[src/rtl/mandel_frame_sched.sv]
// Frame scheduler for a MandelbrotCalc core: walks every pixel of an H_RES x V_RES frame in raster order.
// Optional statistics outputs (busy cycles, peak iteration count) are enabled by defining MANDEL_SCHED_STATS_EN.
module mandel_frame_sched #(
    parameter int H_RES = 640,
    parameter int V_RES = 480
) (
    input  logic        clk,
    input  logic        rst,
    input  logic        start,
    input  logic [31:0] x_min,
    input  logic [31:0] y_max,
    input  logic [31:0] step,
    output logic        busy,
    output logic        done,
    output logic [31:0] calc_a,
    output logic [31:0] calc_b,
    output logic        calc_en,
    input  logic        calc_ready,
    input  logic [15:0] calc_iter,
    output logic        pix_valid,
    input  logic        pix_ready,
    output logic [15:0] pix_x,
    output logic [15:0] pix_y,
    output logic [15:0] pix_iter,
    output logic        pix_last
`ifdef MANDEL_SCHED_STATS_EN
    ,
    output logic [31:0] stat_cycles,
    output logic [15:0] stat_max_iter
`endif
);

    localparam logic [15:0] X_LAST = 16'(H_RES - 1);
    localparam logic [15:0] Y_LAST = 16'(V_RES - 1);

    typedef enum logic [2:0] {
        IDLE,
        ISSUE,
        GUARD,
        WAIT,
        OUT,
        DONE
    } state_t;

    state_t      state;
    logic [31:0] x_min_q;
    logic [31:0] step_q;

    always_ff @(posedge clk) begin
        if (rst) begin
            state     <= IDLE;
            busy      <= 1'b0;
            done      <= 1'b0;
            calc_en   <= 1'b0;
            pix_valid <= 1'b0;
            pix_last  <= 1'b0;
            calc_a    <= '0;
            calc_b    <= '0;
            pix_x     <= '0;
            pix_y     <= '0;
            pix_iter  <= '0;
        end else begin
            // NOTE: every state register here uses <= so all of them update from the same pre-edge values.
            calc_en <= 1'b0;
            done    <= 1'b0;
            case (state)
                IDLE: begin
                    if (start) begin
                        // NOTE: x_min_q/step_q are pure datapath and are always loaded before use, so they carry no reset.
                        x_min_q  <= x_min;
                        step_q   <= step;
                        calc_a   <= x_min;
                        calc_b   <= y_max;
                        pix_x    <= '0;
                        pix_y    <= '0;
                        pix_last <= 1'b0;
                        busy     <= 1'b1;
                        calc_en  <= 1'b1;
                        state    <= ISSUE;
                    end
                end
                ISSUE: state <= GUARD;
                // A ready left over from the previous pixel is still visible here, so skip one cycle.
                GUARD: state <= WAIT;
                WAIT: begin
                    if (calc_ready) begin
                        pix_iter  <= calc_iter;
                        pix_valid <= 1'b1;
                        pix_last  <= (pix_x == X_LAST) && (pix_y == Y_LAST);
                        state     <= OUT;
                    end
                end
                OUT: begin
                    if (pix_ready) begin
                        pix_valid <= 1'b0;
                        pix_last  <= 1'b0;
                        if (pix_last) begin
                            done  <= 1'b1;
                            state <= DONE;
                        end else if (pix_x == X_LAST) begin
                            pix_x   <= '0;
                            pix_y   <= pix_y + 16'd1;
                            calc_a  <= x_min_q;
                            calc_b  <= calc_b - step_q;
                            calc_en <= 1'b1;
                            state   <= ISSUE;
                        end else begin
                            pix_x   <= pix_x + 16'd1;
                            calc_a  <= calc_a + step_q;
                            calc_en <= 1'b1;
                            state   <= ISSUE;
                        end
                    end
                end
                DONE: begin
                    busy  <= 1'b0;
                    state <= IDLE;
                end
                default: state <= IDLE;
            endcase
        end
    end

`ifdef MANDEL_SCHED_STATS_EN
    always_ff @(posedge clk) begin
        if (rst) begin
            stat_cycles   <= '0;
            stat_max_iter <= '0;
        end else if (state == IDLE && start) begin
            stat_cycles   <= '0;
            stat_max_iter <= '0;
        end else begin
            if (busy) stat_cycles <= stat_cycles + 32'd1;
            if (state == WAIT && calc_ready && calc_iter > stat_max_iter)
                stat_max_iter <= calc_iter;
        end
    end
`endif

endmodule

[config.mk]
export PLATFORM = sky130hd
export DESIGN_NAME = mandel_frame_sched
export DESIGN_NICKNAME = d
export VERILOG_FILES = /design/src/rtl/mandel_frame_sched.sv
export SDC_FILE = /design/constraint.sdc
export NUM_CORES = 1
export LEC_CHECK = 0
export BUFFER_PORTS_ARGS = -buffer_cell sky130_fd_sc_hd__buf_4
export CAP_MARGIN = 40
export CORE_MARGIN = 2
export CORE_UTILIZATION = 41
export DETAILED_ROUTE_END_ITERATION = 8
export PLACE_DENSITY = 0.75
export SETUP_SLACK_MARGIN = 0.3
export SYNTH_ARGS = -nofsm -noshare
export SYNTH_HDL_FRONTEND = slang
export SYNTH_SLANG_ARGS = --single-unit
export TNS_END_PERCENT = 30
[constraint.sdc]
create_clock -name clk -period 11.85 [get_ports clk]
set_input_delay 2.9625 -clock clk [delete_from_list [all_inputs] [get_ports clk]]
set_output_delay 2.9625 -clock clk [all_outputs]
set_load 0.01 [all_outputs]
==> summary.txt <==
Hold path
  – Min-Delay Path Class: register to register

Flow run
  – Max cap viols: 0

Floorplanning
  – Die area: 26,900 um^2
  – Die H: 164 um
  – Core box area: 25,100 um^2
  – Ports: 234
  – Die W: 164 um
  – Row count: 58
  – Initial core utilization: 0.417

Pwr
  – Comb power frac: 0.362
  – Power Internal: 0.00135 W
  – Pleak: 5.66 nW
  – Worst VDD drop: 0.0000936 V
  – P_sw: 0.000799 W
  – Power per standard cell area: 163 nW/um^2
  – Switching Share: 0.372
  – Clk pwr share: 0.269
  – Reg power frac: 0.369

Yosys
  – Avg Inst Size Synth: 8.73 um^2
  – Synth Net Count: 1,384
  – Cell Area, Synth: 10,500 um^2
  – Synth cell types: 74
  – Synth Area in Compound Gates: 0.242
  – Yosys warns: 0
  – Largest family of logic cells by synthesized area: compound AO/OA/AOI/OAI gates
  – Synthesized flop and latch total: 184
  – XOR/XNOR Fraction of Synth Area: 0.0560
  – Area share of and/or/nand/nor cells after synthesis: 0.169
  – Post-synthesis sequential area ratio: 0.413
  – Most common flop cell mapped by yosys: dfxtp_1
  – Post-Synth Adder-Cell Area: 0.0802
  – Async set or reset register ratio after synthesis: 0
  – Cells after Synth: 1,201
  – Post-synth EDFFs: 64
  – Mux share of post-synthesis cell area: 0.000955

Timing
  – Setup tns final: 0 ns
  – RSZ-0062 raised after global routing: no
  – Fin Clk Skew: 0.0204 ns
  – Slew HR: 0.469
  – WHS: 0.456 ns
  – Final setup viols: 0
  – Final period utilization: 0.433
  – Max Fclk: 195 MHz
  – Max-slew violations: 0
  – Worst setup margin: 6.72 ns
  – Fin. Hold Viols: 0
  – Tmin final: 5.13 ns
  – Worst Tran Pin Value: 0.796 ns

Final layout
  – Most common cell after layout, fill and taps aside: buf_4
  – Share of cells above drive strength 1: 0.213
  – Final Util: 0.524
  – Area Growth Syn to Fin: 25.6%
  – FF+latch area: 4320 um^2
  – Fill cells: 2,366
  – Final instance area: 13,200 um^2
  – Most frequent cells in the layout: buf_4 (244), nand2_1 (152), dfxtp_1 (120), a21oi_1 (118), nor2_1 (117)
  – Area occupied by multi-input gates: 5780 um^2
  – Ant diodes: 0
  – Nets: 1,590

Clock tree
  – # clock sinks: 184
  – Clk Tree Root Cell: clkbuf_16
  – Clock Tree Buf Depth: 2
  – Post-cts resize count: 0
  – Inserted Clock Buffers: 17
  – Hold_buf cts: 0
  – CTS tree: done
  – Clock latency on the worst-skew pair: 0.45 ns
  – Clock-pin slew on the worst setup and hold paths: 0.07 ns
  – # Post-CTS Setup Buffers: 0
  – H-tree Lvls: 4

Setup path
  – Worst-path cell chain: buf_4 > nor2b_1 > a21oi_1 > nand2b_1 > buf_4 > a21oi_4 > buf_4 > nand4_1 > or3_1 > a21oi_1
  – Kind of critical path: input port to register
  – Buf+Inv Stages, Crit Path: 3
  – CP most frequent cell: buf_4
  – CP endpoint kind: register
  – Critical path's top delay family: simple AND/OR/NAND/NOR gates
  – Critical path's largest stage delay: 0.44 ns
  – Crit path DAT: 5.50 ns
  – CP Launch Type: input port
  – WP data required: 12.22 ns
  – Largest fanout on the critical path: 36
  – CP max-delay cell: or3_1

Outcome
  – Outcome: complete, no violations

Placed design
  – DP Wirelength: 23.6 mm
  – Setup WS pre-CTS: 6.29 ns
  – Area post-placement: 12,600 um^2
  – I/O Buffers: 233
  – Placer Congestion: 0.909

Global route
  – Initial antenna violation count: 0
  – Vias in the first global route: 9,350
  – Gr usage total: 0.235
  – First-pass GRT wire length: 49.2 mm
  – Gr ovfl total: 0
  – Pin count of the biggest net entering global routing: 59

Routing
  – Post-DR wirelength/cell: 18.3 um
  – Post-Route WL: 32.1 mm
  – Vias: 9,933
  – DRT iter0 DRCs: 866
  – Vias/cell: 5.68
  – Post-DRT Antenna Nets: 0
  – Total iterations of the first detailed-routing run: 5
  – DRC violations left: 0
## cells in the mapped netlist, drive strengths merged (11+ instances only)
master | n | area, um^2
and3 | 20 | 125
xor2 | 39 | 342
nor2 | 120 | 450
buf | 11 | 46.3
a211oi | 29 | 223
nand4 | 16 | 100
clkbuf | 46 | 173
a21oi | 119 | 596
nand2 | 152 | 571
ha | 64 | 801
a221oi | 21 | 196
nand3 | 15 | 75.1
xnor2 | 28 | 245
a21o | 34 | 257
inv | 49 | 184
o211ai | 17 | 128
a31oi | 11 | 75.1
edfxtp | 64 | 1920
nor3 | 26 | 130
a311oi | 21 | 190
o21ai | 64 | 324
dfxtp | 120 | 2400
## per-stage QoR
step,power [W],std cells
finish,0.00215,1750
global route,0.00227,1750
CTS,0.00215,1750
detailed placement,0.00157,1718
global placement,0.00155,1715
floorplan,0.00131,1201
## cell type report
| cell class | instances | share of cell area |
|---|---|---|
| clock inverter | 14 | 0.0117 |
| tap | 330 | 0.0314 |
| clock buffer | 18 | 0.0342 |
| inverter | 50 | 0.0143 |
| sequential | 184 | 0.328 |
| multi-input combinational | 909 | 0.439 |
| timing repair buffer | 245 | 0.141 |
## registers in the layout, summed over array words and instances, names as in the netlist
| signal | flops |
|---|---|
| busy | 1 |
| calc_a | 32 |
| calc_b | 32 |
| calc_en | 1 |
| done | 1 |
| pix_iter | 16 |
| pix_last | 1 |
| pix_valid | 1 |
| pix_x | 16 |
| pix_y | 16 |
| state | 3 |
| step_q | 32 |
| x_min_q | 32 |
## power groups by stage
| stage | logic, W | registers [W] | clock network, W |
|---|---|---|---|
| floorplan | 0.000505 | 0.000803 | 0 |
| global placement | 0.000749 | 0.000805 | 0 |
| detailed placement | 0.000765 | 0.000805 | 0 |
| CTS | 0.000771 | 0.000792 | 0.000587 |
| global route | 0.000855 | 0.000800 | 0.000612 |
| finish | 0.000778 | 0.000792 | 0.000577 |
## kinds of logic after synthesis
kind of cell / count (synthesis)
flops: 184
xor+xnor: 67
fa+ha+maj: 66
compound gates: 380
buf+inv: 108
mux: 1
simple gates: 395
## worst min-delay path: stages, from the launching register on
cell and delay (ns):
dfxtp_1 0.31, nand2_1 0.05, a21oi_1 0.05
## path summary, 6_finish.rpt
path,from,endpoint,slack [ns],cells past startpoint
max,pix_ready,pix_y[14]$_SDFFE_PP0P_,6.72,10
min,pix_iter[13]$_SDFFE_PP0P_,pix_iter[13]$_SDFFE_PP0P_,0.46,2
max reg2reg,pix_x[11]$_SDFFE_PP0P_,pix_y[14]$_SDFFE_PP0P_,8.32,9
min reg2reg,pix_iter[13]$_SDFFE_PP0P_,pix_iter[13]$_SDFFE_PP0P_,0.46,2
## per-layer routing
metal / global-route usage / routed length (um)
met5: 0 / 0
met3: 0.0636 / 2970
met2: 0.371 / 14500
met1: 0.309 / 13800
met4: 0.0865 / 845
Power figures use the tool's default switching activity.
